<file path="src/rtl/mem_access_stage.sv">
// MEM pipeline stage: drives a multi-cycle data memory over req/ack, stalls upstream
// while an access is outstanding, steers byte/half lanes and registers the MEM/WB outputs.
module mem_access_stage #(
  parameter int unsigned TIMEOUT = 16
) (
  input  logic        clk,
  input  logic        rst_n,
  input  logic        ExMem_Valid,
  input  logic [31:0] ALU_Result_In,
  input  logic [31:0] Store_Data,
  input  logic        MemRead,
  input  logic        MemWrite,
  input  logic [1:0]  Mem_Size,
  input  logic        Mem_Unsigned,
  input  logic        MemtoReg_In,
  input  logic        RegWrite_In,
  input  logic [4:0]  Write_Reg_In,
  output logic        Dmem_Req,
  output logic        Dmem_We,
  output logic [31:0] Dmem_Addr,
  output logic [31:0] Dmem_Wdata,
  output logic [3:0]  Dmem_Be,
  input  logic        Dmem_Ack,
  input  logic [31:0] Dmem_Rdata,
  output logic        Mem_Stall,
  output logic        MemWb_Valid,
  output logic [31:0] Read_Data,
  output logic [31:0] ALU_Result,
  output logic        MemtoReg,
  output logic        RegWrite,
  output logic [4:0]  Write_Reg,
  output logic        Misaligned,
  output logic        Bus_Error
);

  typedef enum logic {S_IDLE = 1'b0, S_WAIT = 1'b1} state_t;

  localparam logic [7:0] TMO_LAST = (TIMEOUT == 0) ? 8'd0 : 8'(TIMEOUT - 1);

  state_t      state_q, state_d;
  logic [7:0]  cnt_q, cnt_d;
  logic        req_q, req_d, we_q, we_d;
  logic [31:0] addr_q, addr_d, wdata_q, wdata_d;
  logic [3:0]  be_q, be_d;
  logic [1:0]  ld_off_q, ld_off_d, ld_size_q, ld_size_d;
  logic        ld_uns_q, ld_uns_d;
  logic        valid_q, valid_d, m2r_q, m2r_d, rw_q, rw_d;
  logic [31:0] rdata_q, rdata_d, alu_q, alu_d;
  logic [4:0]  wreg_q, wreg_d;
  logic        mis_q, mis_d, berr_q, berr_d;

  logic        memop, aligned, tmo_hit;
  logic [3:0]  st_be;
  logic [31:0] st_wdata, ld_ext;
  logic [7:0]  ld_byte;
  logic [15:0] ld_half;

  assign memop   = ExMem_Valid & (MemRead | MemWrite);
  assign tmo_hit = (TIMEOUT != 0) && (cnt_q == TMO_LAST);

  // Stall drops combinationally on ack/timeout so EX/MEM advances on the same edge WB loads.
  assign Mem_Stall = (state_q == S_IDLE) ? (memop & aligned) : ~(Dmem_Ack | tmo_hit);

  // NOTE: every output of a combinational block gets a default first, so no path infers a latch.
  always_comb begin
    aligned  = 1'b1;
    st_be    = 4'b1111;
    st_wdata = Store_Data;
    case (Mem_Size)
      2'b00: begin
        st_be    = 4'b0001 << ALU_Result_In[1:0];
        st_wdata = {4{Store_Data[7:0]}};
      end
      2'b01: begin
        aligned  = ~ALU_Result_In[0];
        st_be    = ALU_Result_In[1] ? 4'b1100 : 4'b0011;
        st_wdata = {2{Store_Data[15:0]}};
      end
      default: aligned = (ALU_Result_In[1:0] == 2'b00);
    endcase
  end

  always_comb begin
    ld_byte = Dmem_Rdata[7:0];
    case (ld_off_q)
      2'd1:    ld_byte = Dmem_Rdata[15:8];
      2'd2:    ld_byte = Dmem_Rdata[23:16];
      2'd3:    ld_byte = Dmem_Rdata[31:24];
      default: ld_byte = Dmem_Rdata[7:0];
    endcase
    ld_half = ld_off_q[1] ? Dmem_Rdata[31:16] : Dmem_Rdata[15:0];
    case (ld_size_q)
      2'b00:   ld_ext = {{24{~ld_uns_q & ld_byte[7]}}, ld_byte};
      2'b01:   ld_ext = {{16{~ld_uns_q & ld_half[15]}}, ld_half};
      default: ld_ext = Dmem_Rdata;
    endcase
  end

  always_comb begin
    state_d   = state_q;
    cnt_d     = cnt_q;
    req_d     = req_q;
    we_d      = we_q;
    addr_d    = addr_q;
    wdata_d   = wdata_q;
    be_d      = be_q;
    ld_off_d  = ld_off_q;
    ld_size_d = ld_size_q;
    ld_uns_d  = ld_uns_q;
    // MEM/WB defaults to a bubble; only completing instructions overwrite it.
    valid_d   = 1'b0;
    rdata_d   = '0;
    alu_d     = '0;
    m2r_d     = 1'b0;
    rw_d      = 1'b0;
    wreg_d    = '0;
    mis_d     = 1'b0;
    berr_d    = 1'b0;

    case (state_q)
      S_IDLE: begin
        if (memop && !aligned) begin
          mis_d = 1'b1;
        end else if (memop) begin
          state_d   = S_WAIT;
          cnt_d     = '0;
          req_d     = 1'b1;
          we_d      = MemWrite;
          addr_d    = {ALU_Result_In[31:2], 2'b00};
          wdata_d   = MemWrite ? st_wdata : '0;
          be_d      = MemWrite ? st_be : 4'b1111;
          ld_off_d  = ALU_Result_In[1:0];
          ld_size_d = Mem_Size;
          ld_uns_d  = Mem_Unsigned;
        end else begin
          valid_d = ExMem_Valid;
          alu_d   = ALU_Result_In;
          m2r_d   = MemtoReg_In;
          rw_d    = RegWrite_In & ExMem_Valid;
          wreg_d  = Write_Reg_In;
        end
      end
      S_WAIT: begin
        if (Dmem_Ack) begin
          state_d = S_IDLE;
          req_d   = 1'b0;
          valid_d = 1'b1;
          rdata_d = we_q ? '0 : ld_ext;
          alu_d   = ALU_Result_In;
          m2r_d   = MemtoReg_In;
          rw_d    = RegWrite_In;
          wreg_d  = Write_Reg_In;
        end else if (tmo_hit) begin
          state_d = S_IDLE;
          req_d   = 1'b0;
          berr_d  = 1'b1;
        end else begin
          cnt_d = cnt_q + 8'd1;
        end
      end
      default: state_d = S_IDLE;
    endcase
  end

  // NOTE: sequential state uses non-blocking assignments so all registers update together.
  always_ff @(posedge clk) begin
    if (!rst_n) begin
      state_q   <= S_IDLE;
      cnt_q     <= '0;
      req_q     <= 1'b0;
      we_q      <= 1'b0;
      addr_q    <= '0;
      wdata_q   <= '0;
      be_q      <= '0;
      ld_off_q  <= '0;
      ld_size_q <= '0;
      ld_uns_q  <= 1'b0;
      valid_q   <= 1'b0;
      rdata_q   <= '0;
      alu_q     <= '0;
      m2r_q     <= 1'b0;
      rw_q      <= 1'b0;
      wreg_q    <= '0;
      mis_q     <= 1'b0;
      berr_q    <= 1'b0;
    end else begin
      state_q   <= state_d;
      cnt_q     <= cnt_d;
      req_q     <= req_d;
      we_q      <= we_d;
      addr_q    <= addr_d;
      wdata_q   <= wdata_d;
      be_q      <= be_d;
      ld_off_q  <= ld_off_d;
      ld_size_q <= ld_size_d;
      ld_uns_q  <= ld_uns_d;
      valid_q   <= valid_d;
      rdata_q   <= rdata_d;
      alu_q     <= alu_d;
      m2r_q     <= m2r_d;
      rw_q      <= rw_d;
      wreg_q    <= wreg_d;
      mis_q     <= mis_d;
      berr_q    <= berr_d;
    end
  end

  assign Dmem_Req    = req_q;
  assign Dmem_We     = we_q;
  assign Dmem_Addr   = addr_q;
  assign Dmem_Wdata  = wdata_q;
  assign Dmem_Be     = be_q;
  assign MemWb_Valid = valid_q;
  assign Read_Data   = rdata_q;
  assign ALU_Result  = alu_q;
  assign MemtoReg    = m2r_q;
  assign RegWrite    = rw_q;
  assign Write_Reg   = wreg_q;
  assign Misaligned  = mis_q;
  assign Bus_Error   = berr_q;

endmodule

</file>
<file path="config.mk">
export PLATFORM = sky130hd
export DESIGN_NAME = mem_access_stage
export DESIGN_NICKNAME = d
export VERILOG_FILES = /design/src/rtl/mem_access_stage.sv
export SDC_FILE = /design/constraint.sdc
export NUM_CORES = 1
export LEC_CHECK = 0
export BUFFER_PORTS_ARGS = -buffer_cell sky130_fd_sc_hd__buf_2
export CELL_PAD_IN_SITES_DETAIL_PLACEMENT = 0
export CELL_PAD_IN_SITES_GLOBAL_PLACEMENT = 1
export CORE_UTILIZATION = 34
export CTS_CLUSTER_DIAMETER = 60
export CTS_CLUSTER_SIZE = 30
export DETAILED_ROUTE_END_ITERATION = 10
export PLACE_DENSITY_LB_ADDON = 0.1
export SETUP_SLACK_MARGIN = 0.1
export SLEW_MARGIN = 20
export SYNTH_ARGS = -nofsm -noshare
export SYNTH_HDL_FRONTEND = slang
export SYNTH_SLANG_ARGS = --single-unit
</file>
<file path="constraint.sdc">
create_clock -name clk -period 2.55 [get_ports clk]
set_input_delay 0.3825 -clock clk [delete_from_list [all_inputs] [get_ports clk]]
set_output_delay 0.3825 -clock clk [all_outputs]
set_load 0.01 [all_outputs]
</file>
# ---- Yosys cells after proc, flatten, opt, wreduce, memory -nomap -nowiden
# Index checks and enable logic that the tools add are counted.
dict set report word_totals {
  ff_bits 156
  inputBits 112
  word_cells 103
}
dict set report op_classes {
  addsub 1
  n_eq_ne 11
  n_shift 1
  muxes 47
  bitwise 14
  reduce_logical 11
}
# op n
set ops {}
lappend ops {{one-hot mux 32 bit (2 select lines)} 3}
lappend ops {{2-to-1 mux 32 bit} 4}
lappend ops {{2-to-1 mux 8 bit} 4}
lappend ops {{one-hot mux 8 bit (3 select lines)} 1}
lappend ops {{2-to-1 mux 1 bit} 20}
lappend ops {{2-to-1 mux 16 bit} 1}
lappend ops {{one-hot mux 8 bit (2 select lines)} 1}
lappend ops {{2-to-1 mux 5 bit} 3}
lappend ops {{one-hot mux 1 bit (2 select lines)} 6}
lappend ops {{one-hot mux 5 bit (2 select lines)} 1}
lappend ops {{adder 8 x 1 -> 8 bit, second input constant} 1}
lappend ops {{equality test 8 x 4 -> 1 bit, second input constant} 1}
lappend ops {{2-to-1 mux 4 bit} 2}
lappend ops {{!= test 2 bit, second input constant} 4}
lappend ops {{one-hot mux 4 bit (2 select lines)} 1}
lappend ops {{NOT 1 bit} 7}
lappend ops {{equality test 2 x 1 -> 1 bit, second input constant} 3}
lappend ops {{zero test 2 bit} 3}
lappend ops {{AND reduction 3 bit} 2}
lappend ops {{bitwise AND 1 bit} 5}
lappend ops {{equality test 2 bit, second input constant} 2}
lappend ops {{AND reduction 4 bit} 1}
lappend ops {{OR reduction 4 bit} 1}
lappend ops {{<< shifter 1 x 2 -> 4 bit, first input constant} 1}
lappend ops {{other kinds (6)} 7}

# ---- Longest topological paths before layout
# Gate-level depths: netlist of run 1.
dict set report depth {
  ltp_word 6
  mapped_depth 7
}

# ---- Worst setup path before layout of run 1
# OpenSTA, ideal clock, no wires.
dict set report synth_timing {
  path_type {input to register}
  from {input Mem_Size[0]}
  to {register cnt_q[7]}
  setup_time_ns 0.060
  t_arrival_ns 1.813
  t_required_ns 2.490
  setup_slack_ns 0.677
  path_stages 6
  path_buffers 2
  cell_sequence {buf_6 > o21a_4 > or4_4 > buf_6 > a2111o_1 > nand2_1}
}
dict set report synth_via {
  elab_chain_len 6
  word_cells_on_any_way 7
}
# item line
set synth_lines {}
lappend synth_lines {{start, declared} 13} ;# input logic [1:0] Mem_Size,
lappend synth_lines {{equality test 2 x 1 -> 1 bit or zero test 2 bit (tied branches)} 69} ;# case (Mem_Size)
lappend synth_lines {{one-hot mux 1 bit (2 select lines) (*)} 69}
lappend synth_lines {{zero test 1 bit (*)} 122} ;# if (memop && !aligned) begin
lappend synth_lines {{logical AND 1 bit (*)} 122}
lappend synth_lines {{!= test 2 bit (no line) (*)} --}
lappend synth_lines {{AND reduction 4 bit (no line) (*)} --}
lappend synth_lines {{end signal, assigned} 188} ;# cnt_q <= cnt_d;
lappend synth_lines {{end, declared} 41} ;# logic [7:0] cnt_q, cnt_d;
# Every way passes the cells marked *; elsewhere a longest branch is shown, timed or not.
# A chain may end at the register's enable or synchronous reset.

# ---- Worst setup path after layout of run 1
dict set report layout_timing {
  from {register state_q}
  to {output Mem_Stall}
}
dict set report layout_via {
  elab_chain_len 1
}
# item line
set layout_lines {}
lappend layout_lines {{start, declared} 40} ;# state_t state_q, state_d;
lappend layout_lines {{start signal, assigned} 187} ;# state_q <= state_d;
lappend layout_lines {{2-to-1 mux 1 bit} 62} ;# assign Mem_Stall = (state_q == S_IDLE) ? (memop & aligned) : ~(Dmem_Ack | tmo_hit);
lappend layout_lines {{end, declared} 25} ;# output logic Mem_Stall,
# Every way passes these cells.

==> run summary, run 1 <==
* delay of the slowest critical-path stage: 0.62 ns
* layout-stage area growth over the synthesis result: 35.0%
* f_max: 0.425 GHz
* wire length of the first global-routing pass: 27400 um
* Relative slew margins: 52.8%
* initial cell density of the core: 35.2%
* Post-synth top cells: sky130_fd_sc_hd__dfxtp_1, sky130_fd_sc_hd__nand2_1, sky130_fd_sc_hd__a21oi_1
* Clock Pin Slew Worst Setup and Hold Paths: 0.07 ns
* minimum clock period after layout: 2.35 ns
* number of enable-type register cells in the synthesized netlist: 0
* Pint: 0.00409 W
* count of placed standard cells in the final layout, fillers left out: 1117
* path type of the worst setup path: reg2out
* asr flop ratio synth: 0%
* Crit path required time: 2.17 ns
* Num CTS Buffers: 17
* die boundary height: 134 um
* worst path buffer plus inverter count: 1
* leading post-synthesis cells by cell area: sky130_fd_sc_hd__dfxtp_1, sky130_fd_sc_hd__nand2_1, sky130_fd_sc_hd__a21oi_1, sky130_fd_sc_hd__mux2i_1, sky130_fd_sc_hd__and2_1
* switching fraction of total power: 26.6%
* cts-stage hold buffer count: 0
* routed wirelength normalized by instance count: 15.7 um
* multi-input logic area: 2570 sq um
* IO Pins: 257
* GR Overflow Total: 0
* Yosys warning total: 0
* Residual DRC: 0
* post-synthesis sequential element count: 156
* maximum number of pins on one net before global-route repair: 39
* CP delay by family, top: simple AND/OR/NAND/NOR gates
* chain of cells forming the critical path: nand2b_2, or4_4, nand2_1, buf_2
* Via Count: 5431
* number of port buffers: 254
* worst vdd rail ir drop: 0.468 mV
* TritonCTS clock tree: built
* Sink Count: 156
* detailed placer's ending HPWL: 12400 um
* top cell type's share of synthesized area: 52.9%
* Pre-antenna DRT Iters: 4
* beginning of the worst register-to-register path: ld_off_q[1]
* clk root buf: sky130_fd_sc_hd__clkbuf_16
* number of pins exceeding their max-slew limit in the final report: 0
* area leader, netlist: sky130_fd_sc_hd__dfxtp_1
* register-to-register setup slack: 0.50 ns
* core outline area: 16800 sq um
* later-pin clock latency in the skew report: 0.42 ns
* Layout fillers: 1633
* slowest CP cell: sky130_fd_sc_hd__or4_4
* vias per cell: 4.86
* count of H-tree levels built during CTS: 4
* clock share of power: 42.5%
* share of layout cells above drive strength 1: 36.0%
* post-synthesis sequential area ratio: 52.9%
* number of antenna cells inserted: 0
* cell depth of the worst hold path: 2
* number of antenna violations at the first check in global routing: 1
* critical path peak fanout: 8
* count leader, synth: sky130_fd_sc_hd__dfxtp_1
* Storage cell area: 3120 sq um
* Placed Cells: 1080
* max-cap viol count: 0
* Post-Syn Area: 5900 sq um
* Hold Path Origin: Write_Reg_In[4]
* Setup TNS Final: 0 ns
* Layout Skew: 0.00562 ns
* vias in the first global route: 5280
* number of cells traversed by the worst register-to-register path: 5
* fraction of power consumed by sequential logic: 46.2%
* nets: 997
* power density of the placed cells: 699 nW/um^2
* final hold slack: 0.155 ns
* Comb power frac: 11.3%
* standby leakage power: 3.67 nW
* sort of element at the start of the critical path: flop
* DIE WIDTH: 134 um
* Placer Congestion: 0.769
* count of different cell masters after synthesis: 49
* post-layout utilization of the core: 47.5%
* DR iter-0 viols: 287
* CP arrival: 1.97 ns
* Hold/Removal Path Class: in2reg
* mean cell area of the mapped netlist: 9.27 sq um
* total length of routed wires: 17600 um
* net switching power: 0.00148 W
* crit share post-route: 92.2%
* total power: 0.00557 W
* clk buf depth: 2
* slew of the pin with the lowest slew margin: 0.705 ns
* full die area: 17900 sq um
* Post-Synthesis Cells: 636
* unrepaired setup endpoints after global routing: no
* capturing point of the worst reg2reg path: Read_Data[0]
* sort of element at the end of the critical path: output port
* final hold violation count: 0
* dominant synthesized flop cell: sky130_fd_sc_hd__dfxtp_1
* global-route usage over all layers: 19.4%
* cell row count: 47
* Final ANT Viol Nets: 0
* status: finished clean
* Setup-failing EPs final: 0
* worst min-delay path endpoint: Write_Reg[4]
sequential cells by signal, summed over array words and instances (netlist names):
| name | count |
|---|---|
| ALU_Result | 32 |
| Bus_Error | 1 |
| Dmem_Addr | 30 |
| Dmem_Be | 4 |
| Dmem_Req | 1 |
| Dmem_Wdata | 32 |
| Dmem_We | 1 |
| MemWb_Valid | 1 |
| MemtoReg | 1 |
| Misaligned | 1 |
| Read_Data | 32 |
| RegWrite | 1 |
| Write_Reg | 5 |
| cnt_q | 8 |
| ld_off_q | 2 |
| ld_size_q | 2 |
| ld_uns_q | 1 |
| state_q | 1 |
metrics by stage:
step	instance area [sq um]	worst slack (ns)
floorplan	5900	0.677
global placement	7360	0.392
detailed placement	7360	0.347
CTS	7920	0.149
global route	7970	0.120
finish	7970	0.199
cell type report:
class,count,share of cell area (%)
multi-input combinational,429,32.2
timing repair buffer,275,17.9
clock buffer,18,5.51
sequential,156,39.2
clock inverter,14,1.41
inverter,5,0.236
tap,220,3.46
cell usage in the layout, fill, tap and decap left out, types with 21 or more instances in the layout:
master / synthesis / layout
sky130_fd_sc_hd__a21oi_1: 78 / 78
sky130_fd_sc_hd__and2_1: 40 / 40
sky130_fd_sc_hd__buf_2: 2 / 254
sky130_fd_sc_hd__buf_4: 2 / 21
sky130_fd_sc_hd__dfxtp_1: 156 / 156
sky130_fd_sc_hd__mux2i_1: 27 / 27
sky130_fd_sc_hd__nand2_1: 121 / 121
sky130_fd_sc_hd__o21ai_0: 29 / 29
kinds of logic after synthesis:
logic type / after synthesis / synth area share, %
compound gates: 172 / 18.1
xor+xnor: 1 / 0.149
fa+ha+maj: 1 / 0.212
buf+inv: 53 / 3.92
flops: 156 / 52.9
mux: 33 / 6.87
other cells: 1 / 0.0636
simple gates: 219 / 17.7
power by group through the flow:
stage / Combinational (W) / Clock [W] / Sequential [W]
after floorplan: 0.000297 / 0 / 0.00266
after global placement: 0.000615 / 0 / 0.00262
after detailed placement: 0.000623 / 0 / 0.00262
after CTS: 0.000625 / 0.00243 / 0.00257
after global routing: 0.000696 / 0.00255 / 0.00258
final: 0.000630 / 0.00237 / 0.00257
worst register-to-register path, stage by stage, from the launching register on:
cell	delay [ns]
sky130_fd_sc_hd__dfxtp_1	0.62
sky130_fd_sc_hd__buf_4	0.31
sky130_fd_sc_hd__nor2b_1	0.58
sky130_fd_sc_hd__a21o_1	0.22
sky130_fd_sc_hd__a221oi_1	0.07
sky130_fd_sc_hd__a21oi_1	0.18
worst max path at each step:
stage / from / end / cells after the start
final: state_q / Mem_Stall / 4
after detailed placement: ALU_Result_In[1] / Mem_Stall / 5
after global routing: state_q / Mem_Stall / 4
after global placement: ALU_Result_In[1] / Mem_Stall / 5
after floorplan: Mem_Size[0] / cnt_q[7] / 6
after CTS: state_q / Mem_Stall / 4
per-layer routing:
layer | track usage, % | part of all wire [%] | vias to the layer above
li1 | - | - | 2710
met1 | 24.5 | 45 | 2512
met2 | 31.5 | 46 | 196
met3 | 6.09 | 7.3 | 13
met4 | 5.81 | 1.1 | 0
met5 | 0 | 0 | -
timing repair:
| item | CTS | global route |
|---|---|---|
| buffers inserted | 0 | 4 |
| setup endpoints to repair | 0 | 1 |
| gates resized for setup | 0 | 3 |
(Power assumes the default switching activity.)
==> inputs of run 2 (changes only) <==
--- a/config.mk
+++ b/config.mk
@@ -5,14 +5,15 @@
 export SDC_FILE = /design/constraint.sdc
 export NUM_CORES = 1
 export LEC_CHECK = 0
-export BUFFER_PORTS_ARGS = -buffer_cell sky130_fd_sc_hd__buf_2
 export CELL_PAD_IN_SITES_DETAIL_PLACEMENT = 0
 export CELL_PAD_IN_SITES_GLOBAL_PLACEMENT = 1
-export CORE_UTILIZATION = 34
+export CORE_UTILIZATION = 35
 export CTS_CLUSTER_DIAMETER = 60
 export CTS_CLUSTER_SIZE = 30
 export DETAILED_ROUTE_END_ITERATION = 10
+export DONT_BUFFER_PORTS = 1
 export PLACE_DENSITY_LB_ADDON = 0.1
+export REMOVE_ABC_BUFFERS = 1
 export SETUP_SLACK_MARGIN = 0.1
 export SLEW_MARGIN = 20
 export SYNTH_ARGS = -nofsm -noshare
==> run 2 against run 1 <==
  * Via count fell by 16%
  * Setup slack improved by 0.11 ns
  * Total power rose by 0.58%
  * Sequential cell count did not move
  * Sequential share of layout area rose by 7.4 points
  * Highest routed layer unchanged
==> run summary, run 2 (synthesis results as in run 1) <==
* total length of routed wires: 15900 um, -9.8%
* post-layout utilization of the core: 40.5%, -7.0 points
* Num CTS Buffers: 17, unchanged
* path type of the worst setup path: reg2out
* chain of cells forming the critical path: nand2b_1, or4_4, nand2_1
* number of antenna violations at the first check in global routing: 1, unchanged
* critical path peak fanout: 24, +16
* number of cells traversed by the worst register-to-register path: 5, unchanged
* Crit path required time: 2.17 ns, about the same
* beginning of the worst register-to-register path: state_q
* Hold Path Origin: Write_Reg_In[1]
* CP arrival: 1.86 ns, -0.11 ns
* total of cells resized after clock tree synthesis: 0, unchanged
* GR Overflow Total: 0, unchanged
* Relative slew margins: 63.3%, +11 points
* clk buf depth: 2, unchanged
* Setup Fix Bufs, Post-CTS: 0, unchanged
* wire length of the first global-routing pass: 25000 um, -8.7%
* layout-stage area growth over the synthesis result: 13.6%
* vias per cell: 5.29, +8.8%
* Hold/Removal Path Class: in2reg
* cell area after layout: 6700 sq um, -16%
* unrepaired setup endpoints after global routing: no
* later-pin clock latency in the skew report: 0.43 ns, about the same
* Critical Path Source: state_q
* Setup-failing EPs final: 0, unchanged
* Layout Skew: 0.00995 ns, +0.00433 ns
* minimum clock period after layout: 2.25 ns, -0.105 ns
* global-route usage over all layers: 18.5%, -0.93 points
* most used cells in the layout excluding fill and tap cells: sky130_fd_sc_hd__dfxtp_1, sky130_fd_sc_hd__nand2_1, sky130_fd_sc_hd__a21oi_1, sky130_fd_sc_hd__and2_1, sky130_fd_sc_hd__o21ai_0
* sort of element at the start of the critical path: flop
* delay of the slowest critical-path stage: 0.62 ns, about the same
* max-cap viol count: 0, unchanged
* standby leakage power: 2.48 nW, -32%
* crit share post-route: 88.1%, -4.1 points
* worst vdd rail ir drop: 0.460 mV, -1.6%
* cell row count: 47, unchanged
* Residual DRC: 0, unchanged
* Final ANT Viol Nets: 0, unchanged
* share of layout cells above drive strength 1: 9.42%, -27 points
* die boundary height: 132 um, -1.4%
* maximum number of pins on one net before global-route repair: 43, +10%
* cell depth of the worst hold path: 1, -1
* nets: 737, -26%
* final hold violation count: 0, unchanged
* Pre-antenna DRT Iters: 4, unchanged
* cts-stage hold buffer count: 0, unchanged
* Via Count: 4539, -16%
* sort of element at the end of the critical path: output port
* clk root buf: sky130_fd_sc_hd__clkbuf_16
* number of port buffers: 0, -100%
* DR iter-0 viols: 255, -11%
* detailed placer's ending HPWL: 11000 um, -12%
* Placed Cells: 825, -24%
* core outline area: 16500 sq um, -1.4%
* DIE WIDTH: 132 um, -1.4%
* Clock Pin Slew Worst Setup and Hold Paths: 0.07 ns, about the same
* IO Pins: 257, unchanged
* slowest CP cell: sky130_fd_sc_hd__or4_4
* most common cell after layout, fill and taps aside: sky130_fd_sc_hd__dfxtp_1
* status: finished clean
* f_max: 0.445 GHz, +4.7%
* count of placed standard cells in the final layout, fillers left out: 858, -23%
* vias in the first global route: 4551, -14%
* placed instance area: 6080 sq um, -17%
* routed wirelength normalized by instance count: 18.5 um, +17%
* count of H-tree levels built during CTS: 4, unchanged
* slew of the pin with the lowest slew margin: 0.550 ns, -0.155 ns
* TritonCTS clock tree: built
* Sink Count: 156, unchanged
* power density of the placed cells: 836 nW/um^2, +20%
* initial cell density of the core: 35.7%, +0.50 points
* number of pins exceeding their max-slew limit in the final report: 0, unchanged
* full die area: 17400 sq um, -2.8%
* Placer Congestion: 0.783, +1.8%
run 2: per-layer routing:
metal,up-vias,GRT usage [%],share of wire (%)
met3,25,9.30,11
met2,203,30.0,47
met4,0,7.49,2.2
met5,-,0,0
li1,2190,-,-
met1,2121,20.5,39
run 2: area by class of cell:
class	count	area, sq um
Antenna cell	1	2.50
Timing Repair Buffer	16	120
Fill cell	1663	9830
Tap cell	220	275
Multi-Input combinational cell	428	2550
Sequential cell	156	3120
Clock buffer	18	439
Inverter	5	18.8
Clock inverter	14	170
run 2: where the power goes:
group / total, W / leakage, nW / internal, W / switching [W]
combinational: 0.000351 / 0.914 / 0.000146 / 0.000205
sequential: 0.00263 / 1.27 / 0.00253 / 0.0000998
clock: 0.00262 / 0.300 / 0.00151 / 0.00111
run 2: metrics by stage:
stage          setup WS, ns  power, W  setup TNS [ns]  hold slack, ns
3_5_place_dp          0.618   0.00304               0           0.470
5_1_grt               0.167   0.00583               0          0.0515
6_report              0.304   0.00560               0          0.0732
2_1_floorplan        -0.197   0.00292           -4.63           0.444
4_1_cts               0.290   0.00567               0          0.0511
3_3_place_gp          0.632   0.00303               0           0.470
run 2: path summary, 6_finish.rpt:
check	to	slack [ns]
hold reg to reg	ld_uns_q	0.48
setup reg to reg	cnt_q[5]	0.73
setup / recovery	Mem_Stall	0.30
hold / removal	Write_Reg[1]	0.07
run 2: worst max-delay path: cells and delay by family (launching register included):
family,cells,cell delay (ns)
DFF,1,0.35
and+or+nand+nor,3,1.08
